==> src/rtl/pm_reader.sv <==
// pm_reader: AXI master that programs the performance monitor, polls its
// data-valid flag, reads every sample counter and streams each one out.
module pm_reader #(
  parameter int unsigned evnum    = 64,
  parameter int unsigned poll_gap = 16
) (
  input  logic                     clk,
  input  logic                     rst,
  input  logic                     start,
  input  logic [63:0]              cfg_sel,
  input  logic [63:0]              cfg_comp,
  input  logic [63:0]              cfg_ctrl,
  output logic                     busy,
  output logic                     done,
  output logic                     err,
  output logic                     out_valid,
  input  logic                     out_ready,
  output logic [63:0]              out_data,
  output logic [$clog2(evnum)-1:0] out_idx,
  output logic [15:0]              m_axi_awaddr,
  output logic                     m_axi_awvalid,
  input  logic                     m_axi_awready,
  output logic [63:0]              m_axi_wdata,
  output logic                     m_axi_wvalid,
  input  logic                     m_axi_wready,
  input  logic [1:0]               m_axi_bresp,
  input  logic                     m_axi_bvalid,
  output logic                     m_axi_bready,
  output logic [15:0]              m_axi_araddr,
  output logic                     m_axi_arvalid,
  input  logic                     m_axi_arready,
  input  logic [63:0]              m_axi_rdata,
  input  logic [1:0]               m_axi_rresp,
  input  logic                     m_axi_rvalid,
  output logic                     m_axi_rready
);
  localparam int unsigned   iw        = $clog2(evnum);
  localparam int unsigned   gw        = $clog2(poll_gap) + 1;
  localparam logic [iw-1:0] last_idx  = iw'(evnum - 1);
  localparam logic [gw-1:0] gap_last  = gw'(poll_gap - 1);
  localparam logic [15:0]   ctrl_addr = 16'(8 * evnum);
  localparam logic [15:0]   sel_addr  = 16'(8 * (evnum + 1));
  localparam logic [15:0]   comp_addr = 16'(8 * (evnum + 2));

  typedef enum logic [3:0] {
    IDLE, WR_SEL, WR_COMP, WR_CTRL, GAP, POLL, READ, PUSH, DONE
  } state_t;

  state_t        state, state_n;
  logic [63:0]   sel_q, comp_q, ctrl_q;
  logic [iw-1:0] idx;
  logic [gw-1:0] gap_cnt;
  logic          aw_done, w_done, ar_done;
  logic          wr_st, rd_st;
  logic          aw_hs, w_hs, b_hs, ar_hs, r_hs, out_hs;

  assign wr_st  = (state == WR_SEL) || (state == WR_COMP) || (state == WR_CTRL);
  assign rd_st  = (state == POLL) || (state == READ);
  assign aw_hs  = m_axi_awvalid & m_axi_awready;
  assign w_hs   = m_axi_wvalid & m_axi_wready;
  assign b_hs   = m_axi_bvalid & m_axi_bready;
  assign ar_hs  = m_axi_arvalid & m_axi_arready;
  assign r_hs   = m_axi_rvalid & m_axi_rready;
  assign out_hs = out_valid & out_ready;

  always_ff @(posedge clk) begin
    if (rst) begin
      state    <= IDLE;
      sel_q    <= '0;
      comp_q   <= '0;
      ctrl_q   <= '0;
      idx      <= '0;
      gap_cnt  <= '0;
      aw_done  <= 1'b0;
      w_done   <= 1'b0;
      ar_done  <= 1'b0;
      err      <= 1'b0;
      out_data <= '0;
      out_idx  <= '0;
    end else begin
      state <= state_n;
      if (state == IDLE && start) begin
        sel_q  <= cfg_sel;
        comp_q <= cfg_comp;
        ctrl_q <= cfg_ctrl;
        err    <= 1'b0;
      end
      if ((b_hs && m_axi_bresp != 2'b00) || (r_hs && m_axi_rresp != 2'b00))
        err <= 1'b1;
      // AW and W retire independently; both flags clear when B closes the write
      if (aw_hs) aw_done <= 1'b1;
      if (w_hs)  w_done  <= 1'b1;
      if (b_hs) begin
        aw_done <= 1'b0;
        w_done  <= 1'b0;
      end
      if (ar_hs) ar_done <= 1'b1;
      if (r_hs)  ar_done <= 1'b0;
      gap_cnt <= (state == GAP) ? gap_cnt + 1'b1 : '0;
      if (state == POLL && r_hs && m_axi_rdata[0]) idx <= '0;
      if (state == READ && r_hs) begin
        out_data <= m_axi_rdata;
        out_idx  <= idx;
      end
      if (out_hs && idx != last_idx) idx <= idx + 1'b1;
    end
  end

  always_comb begin
    state_n = state;
    unique case (state)
      IDLE:    if (start) state_n = WR_SEL;
      WR_SEL:  if (b_hs) state_n = WR_COMP;
      WR_COMP: if (b_hs) state_n = WR_CTRL;
      WR_CTRL: if (b_hs) state_n = GAP;
      GAP:     if (gap_cnt == gap_last) state_n = POLL;
      POLL:    if (r_hs) state_n = m_axi_rdata[0] ? READ : GAP;
      READ:    if (r_hs) state_n = PUSH;
      PUSH:    if (out_hs) state_n = (idx == last_idx) ? DONE : READ;
      DONE:    state_n = IDLE;
      default: state_n = IDLE;
    endcase
  end

  always_comb begin
    m_axi_awaddr = '0;
    m_axi_wdata  = '0;
    m_axi_araddr = '0;
    case (state)
      WR_SEL: begin
        m_axi_awaddr = sel_addr;
        m_axi_wdata  = sel_q;
      end
      WR_COMP: begin
        m_axi_awaddr = comp_addr;
        m_axi_wdata  = comp_q;
      end
      WR_CTRL: begin
        m_axi_awaddr = ctrl_addr;
        m_axi_wdata  = ctrl_q & ~64'd1;
      end
      POLL:    m_axi_araddr = ctrl_addr;
      READ:    m_axi_araddr = 16'({idx, 3'b000});
      default: ;
    endcase
    busy          = (state != IDLE) && (state != DONE);
    done          = (state == DONE);
    out_valid     = (state == PUSH);
    m_axi_awvalid = wr_st & ~aw_done;
    m_axi_wvalid  = wr_st & ~w_done;
    m_axi_bready  = wr_st;
    m_axi_arvalid = rd_st & ~ar_done;
    m_axi_rready  = rd_st;
  end
endmodule

==> config.mk <==
export PLATFORM = sky130hd
export DESIGN_NAME = pm_reader
export DESIGN_NICKNAME = d
export VERILOG_FILES = /design/src/rtl/pm_reader.sv
export SDC_FILE = /design/constraint.sdc
export NUM_CORES = 1
export LEC_CHECK = 0
export BUFFER_PORTS_ARGS = -buffer_cell sky130_fd_sc_hd__buf_4
export CORE_AREA = 2 2 172 174
export CTS_CLUSTER_DIAMETER = 30
export DETAILED_ROUTE_END_ITERATION = 6
export DIE_AREA = 0 0 174 176
export PLACE_DENSITY = 0.66
export SLEW_MARGIN = 5
export SYNTH_ARGS = -nofsm -noshare
export SYNTH_HDL_FRONTEND = slang
export SYNTH_SLANG_ARGS = --single-unit
==> constraint.sdc <==
create_clock -name clk -period 1.74 [get_ports clk]
set_clock_uncertainty 0.05 [all_clocks]
set_input_delay 0.087 -clock clk [delete_from_list [all_inputs] [get_ports clk]]
set_output_delay 0.087 -clock clk [all_outputs]
set_load 0.02 [all_outputs]
==> metrics.md, run 1 <==
| Metric | Value |
|---|---|
| Status | `finished with violations` |
| Violated checks | `negative setup slack` |
| Clk pwr share | `0.421` |
| Worst path arrival time | `2220 ps` |
| Leakage power | `9.814 nW` |
| CP Launch Type | `flop` |
| DR iter-0 viols | `1529` |
| Clk Latency, worst-skew pair | `570 ps` |
| First-pass GRT wire length | `72600 um` |
| Final HPWL DP | `25970 um` |
| CP required | `1600 ps` |
| Vias per cell | `5.434` |
| HP Class | `primary input to flop` |
| Length of the first detailed-routing pass in iterations | `7` |
| Top cells by area, synth | `dfxtp_1, nand2_1, a21oi_1` |
| Final Worst Setup Slack | `-616.1 ps` |
| PwrDens | `1312 nW/um^2` |
| Largest area contributor in the netlist | `dfxtp_1` |
| Gr usage total | `0.2910` |
| Final GP Congestion | `0.8757` |
| Finished Cell Area | `21910 sq um` |
| R2R Setup Slk | `-210 ps` |
| Reg-to-Reg Start | `state[3]` |
| Worst Min Path Start | `start` |
| H-tree levels | `2` |
| Post-synth cell types | `42` |
| Seq pwr share | `0.277` |
| Final slew viol count | `0` |
| Die Y | `176 um` |
| Avg WL per Cell | `20.82 um` |
| Most frequent cells in the layout | `nand2_1, buf_4, dfxtp_1, dlygate4sd3_1, a21oi_1` |
| Largest net degree at the start of global routing | `78` |
| Sequential share of the synthesized area | `0.5027` |
| CTS Buffer Depth | `3` |
| Pint | `19.65 mW` |
| FF-to-FF End | `idx[3]` |
| Final hold violations | `0` |
| Die width | `174 um` |
| Peak fanout along the critical path | `7` |
| Std-Cell Rows | `62` |
| Dpl cells | `2199` |
| Top_reg_cell synth | `dfxtp_1` |
| Fill cell count | `1681` |
| Maximum vdd drop | `0.9635 mV` |
| Worst R2R Path Depth | `9` |
| Buffers on Ports | `420` |
| Sw Ratio | `0.3163` |
| IO Pins | `444` |
| Tightest Pin Transition | `616.5 ps` |
| Post-Layout Cell Count | `2661` |
| RSZ-0062 raised after global routing | `true` |
| FFs w/ async S/R, synth | `0` |
| Grt ovf | `0` |
| Fin crit period | `2356 ps` |
| DRC | `0` |
| Sink Count | `280` |
| Commonest non-fill, non-tap cell in the layout | `nand2_1` |
| Hold path depth | `5` |
| Routed via count | `14460` |
| Starting Density | `0.3906` |
| Initial antenna violation count | `3` |
| Mapped Area | `11150 sq um` |
| NetSw | `9.091 mW` |
| Die area | `30620 sq um` |
| TritonCTS Buffers | `60` |
| Nets@finish | `2497` |
| Placement Cell Area | `14900 sq um` |
| Synthesis warning total | `0` |
| Clk root buf | `clkbuf_16` |
| DP Worst Slack | `-40.63 ps` |
| Slew margin rel. | `0.5890` |
| Maximum clock rate | `0.4244 GHz` |
| Total Wirelength | `55390 um` |
| CORE AREA | `28550 sq um` |
| Hold Path End | `comp_q[61]` |
| Mapped Avg Cell Area | `7.717 sq um` |
| Layout area overhead | `96.47%` |
| Number of global-route vias before repair | `14000` |
| Combinational power share | `0.302` |
| Final period util | `1.354` |
| Crit. End Element | `primary output` |
| Max cap viols | `0` |
| Post-synth top area share | `0.5027` |
| Final setup fails | `160` |
| Post-synth EDFFs | `0` |
| Share of post-route cells with drive strength above 1 | `0.3437` |
| CTS tree | `yes` |
| WS Path Type | `flop to primary output` |
| Detail Route Antenna Nets | `0` |
| Synthesized instance count | `1445` |
| Worst-path clk slew | `50 ps` |
| Register bit total from synthesis | `280` |
-- layer usage --
| layer | vias up | track usage | routed length, um |
|---|---|---|---|
| li1 | 6392 | - | - |
| met1 | 6806 | 0.3177 | 18980 |
| met2 | 1006 | 0.5425 | 28110 |
| met3 | 255 | 0.06848 | 5067 |
| met4 | 2 | 0.1173 | 3228 |
| met5 | - | 0 | 8 |
-- worst max-delay path, cell delays in order, from the launching register on --
cell       delay (ps)
dfxtp_4           370
nand2b_4          140
nor3_4             60
buf_6             160
clkbuf_16         170
a222oi_1          480
inv_1             120
buf_6             150
-- cells in the mapped netlist, types with 4 or more instances --
| cell type | count |
|---|---|
| a21oi_1 | 270 |
| inv_1 | 72 |
| nand2b_1 | 6 |
| buf_1 | 4 |
| nor2_1 | 14 |
| buf_2 | 64 |
| and2_1 | 8 |
| o21ai_0 | 5 |
| nor3_1 | 4 |
| buf_4 | 23 |
| nand3_1 | 12 |
| and3_1 | 4 |
| nor2b_1 | 4 |
| a31oi_1 | 4 |
| dfxtp_1 | 280 |
| a222oi_1 | 63 |
| nand2_1 | 530 |
| clkbuf_1 | 45 |
-- per-stage QoR --
step                      setup TNS (ps)  power, mW  utilization  hold slack, ps
after floorplan                        0      11.47            -           133.6
after global placement            -4.031      13.96       0.5220           268.0
after detailed placement          -71.93      14.06       0.5220           269.4
after CTS                         -27660      27.13       0.7168           20.86
after global routing              -49730      29.74       0.7674           46.75
final                             -39920      28.74       0.7674           40.22
-- layout make-up --
type | instances | area, sq um | share of cell area
Multi-Input combinational cell | 980 | 5230 | 0.2387
Clock inverter | 35 | 469.2 | 0.02142
Antenna cell | 2 | 5.005 | 0.0002285
Sequential cell | 280 | 5619 | 0.2565
Clock buffer | 77 | 1708 | 0.07796
Timing Repair Buffer | 831 | 8123 | 0.3708
Inverter | 72 | 272.8 | 0.01245
Tap cell | 384 | 480.5 | 0.02193
-- how the worst max path moves through the flow --
stage          startpoint         endpoint  slack, ps  depth (start not counted)
2_1_floorplan      idx[0]           idx[3]          7                          5
3_3_place_gp   gap_cnt[0]         state[0]         -4                          7
3_5_place_dp   gap_cnt[0]         state[0]        -40                          7
4_1_cts          state[0]  m_axi_wdata[20]       -460                          7
5_1_grt          state[3]  m_axi_wdata[59]       -670                          7
6_report         state[0]  m_axi_wdata[30]       -620                          7
-- flip-flops by register name (all words and copies together) (netlist names), 4 cells and up --
name / count
comp_q: 64
out_data: 64
sel_q: 64
ctrl_q: 63
idx: 6
out_idx: 6
gap_cnt: 5
state: 4
-- power by group through the flow --
| stage | registers (mW) | logic [mW] | clock network, mW |
|---|---|---|---|
| after floorplan | 7.86 | 3.61 | 0 |
| after global placement | 7.92 | 6.04 | 0 |
| after detailed placement | 7.96 | 6.10 | 0 |
| after CTS | 7.87 | 7.22 | 12.0 |
| after global routing | 8.04 | 9.20 | 12.5 |
| final | 7.96 | 8.69 | 12.1 |
-- kinds of logic (layout without fill, tap and decap cells) --
| group | count (synthesis) | count (layout) | share of synthesized area |
|---|---|---|---|
| AOI/OAI and AO/OA | 357 | 357 | 0.1946 |
| xor gates and xnor gates | 2 | 2 | 0.001571 |
| adders and majority gates | 3 | 3 | 0.003367 |
| buffers and inverters | 208 | 1015 | 0.08494 |
| DFF | 280 | 280 | 0.5027 |
| muxes | 2 | 2 | 0.001908 |
| other | 1 | 24 | 0.0003363 |
| and+or+nand+nor | 592 | 594 | 0.2106 |
-- what timing repair did --
action	in CTS	in global routing
pin swaps	50	72
resized for setup	134	136
hold endpoints to repair	262	0
hold buffers	264	0
gates cloned	3	30
endpoints found under the setup margin	85	289
setup buffers	20	34
Power figures use the tool's default switching activity.
==> run 2, diff against run 1 <==
Settings changed: CORE_AREA 2 2 172 174 to 2 2 173 175, DIE_AREA 0 0 174 176 to 0 0 175 177, PLACE_DENSITY 0.66 to 0.63, SETUP_SLACK_MARGIN set to 0.3.
Clock period 1.74 ns to 2.25 ns, I/O delays scaled along.
==> metrics.md, run 2 (synthesis results as in run 1) <==
| Metric | Value |
|---|---|
| Avg WL per Cell | `17.47 um` |
| Number of global-route vias before repair | `12800` |
| Slew margin rel. | `0.5869` |
| Slowest stage cell, crit path | `a222oi_1` |
| CTS Buffer Depth | `3` |
| Die Y | `177 um` |
| Crit path cell chain | `nand2b_4 > nor3_4 > buf_6 > buf_16 > a222oi_1 > inv_1 > buf_6` |
| Largest net degree at the start of global routing | `85` |
| Regs by FF count | `comp_q x64, out_data x64, sel_q x64` |
| Maximum vdd drop | `0.7236 mV` |
| Starting Density | `0.3813` |
| Most used cell, CP | `buf_6` |
| Tightest Pin Transition | `619.7 ps` |
| Final slew viol count | `0` |
| Grt ovf | `0` |
| Final period util | `1.015` |
| CP required | `2090 ps` |
| Most frequent cells in the layout | `nand2_1, buf_4, dfxtp_1, a21oi_1, dlygate4sd3_1` |
| H-tree levels | `2` |
| First-pass GRT wire length | `66290 um` |
| Final setup fails | `2` |
| Setup tns final | `-38.13 ps` |
| TritonCTS Buffers | `61` |
| Fill cell count | `2183` |
| Std-Cell Rows | `63` |
| DRC | `9` |
| Post-Layout Cell Count | `2565` |
| Sink Count | `280` |
| Fin crit period | `2284 ps` |
| Final HPWL DP | `24670 um` |
| Gr usage total | `0.2662` |
| HP Class | `primary input to flop` |
| Peak fanout along the critical path | `15` |
| Total Wirelength | `44810 um` |
| Buffers on Ports | `420` |
| Reg area | `5613 sq um` |
| Dpl cells | `2166` |
| DR iter-0 viols | `1097` |
| PwrDens | `1052 nW/um^2` |
| DP Worst Slack | `352.3 ps` |
| RSZ-0062 raised after global routing | `true` |
| Worst path arrival time | `2120 ps` |
| CORE AREA | `29240 sq um` |
| Worst-path clk slew | `40 ps` |
| Max cap viols | `0` |
| Area of the multi-input gates | `4781 sq um` |
| Vias per cell | `5.050` |
| Commonest non-fill, non-tap cell in the layout | `nand2_1` |
| Final Worst Setup Slack | `-34.03 ps` |
| Clk Latency, worst-skew pair | `570 ps` |
| Die area | `30980 sq um` |
| Crit. End Element | `primary output` |
| Initial antenna violation count | `5` |
| CTS tree | `yes` |
| Final hold violations | `0` |
| Maximum clock rate | `0.4378 GHz` |
| Routed via count | `12950` |
| Total power | `21.02 mW` |
| Leakage power | `8.876 nW` |
| Detail Route Antenna Nets | `0` |
| Share of post-route cells with drive strength above 1 | `0.2782` |
| Final GP Congestion | `0.8538` |
| Length of the first detailed-routing pass in iterations | `7` |
| Violated checks | `design-rule violations, negative setup slack` |
| Die width | `175 um` |
| WS Path Type | `flop to primary output` |
| Nets@finish | `2396` |
| Slowest stage delay, CP | `410 ps` |
| Layout area overhead | `79.13%` |
| Status | `finished with violations` |
| CP Launch Type | `flop` |
| Clk root buf | `clkbuf_16` |
| IO Pins | `444` |
==> run 2: cell types whose count changed in the layout (fill, tap and decap cells not counted), sizes merged <==
cell and delta:
clkinv -5, dlygate4sd3 +1, inv +4, nand2 -1, diode +2, clkbuf -13
clkinvlp -4, and2 -1, buf -85
==> run 2: layout make-up <==
type / count / area share
multi-input combinational: 978 / 0.2394
clock buffer: 80 / 0.08814
antenna: 4 / 0.0005011
timing repair buffer: 731 / 0.3316
tap: 390 / 0.02443
inverter: 72 / 0.01366
clock inverter: 30 / 0.02136
sequential: 280 / 0.2810
==> run 2: worst paths after layout <==
path / start / to / slack (ps) / cells past startpoint
worst max-delay path: state[0] / m_axi_wdata[42] / -30 / 7
worst min-delay path: start / state[3] / 40 / 5
worst max register to register: state[0] / out_data[18] / 320 / 7
worst min register to register: ctrl_q[13] / ctrl_q[13] / 400 / 2
==> run 2: what timing repair did <==
item / CTS / global route
hold buffers: 265 / 0
cloned: 4 / 5
setup buffers: 8 / 3
setup endpoints to repair: 76 / 117
endpoints found under the hold margin: 263 / 0
resized for setup: 45 / 27
pin swaps: 49 / 11
==> run 2: per-layer routing <==
layer,routed length (um),share of wire,vias up,track usage
met5,13,0.00029,-,0
li1,-,-,6162,-
met2,22450,0.50,640,0.4799
met4,1408,0.031,2,0.1052
met1,16880,0.38,6052,0.2971
met3,4051,0.090,98,0.07345
==> run 2: critical path, delay by kind of cell (launching register included) <==
kind            cells  cell delay (ps)
simple gates        2              170
buf+inv             4              620
flops               1              360
compound gates      1              410
==> run 2: metrics by stage <==
| step | instance area [sq um] | utilization | hold slack (ps) |
|---|---|---|---|
| 6_report | 19970 | 0.6830 | 43.44 |
| 5_1_grt | 19970 | 0.6829 | 84.23 |
| 4_1_cts | 19720 | 0.6742 | 5.362 |
| 3_5_place_dp | 14570 | 0.4981 | 292.0 |
| 3_3_place_gp | 14570 | 0.4981 | 291.1 |
| 2_1_floorplan | 11230 | - | 159.1 |
==> run 2: power breakdown <==
| group | leakage [nW] | total, mW | internal (mW) | switching [mW] |
|---|---|---|---|---|
| clock network | 1.07 | 9.35 | 6.48 | 2.86 |
| registers | 2.29 | 6.12 | 5.71 | 0.411 |
| logic | 5.52 | 5.56 | 2.38 | 3.18 |
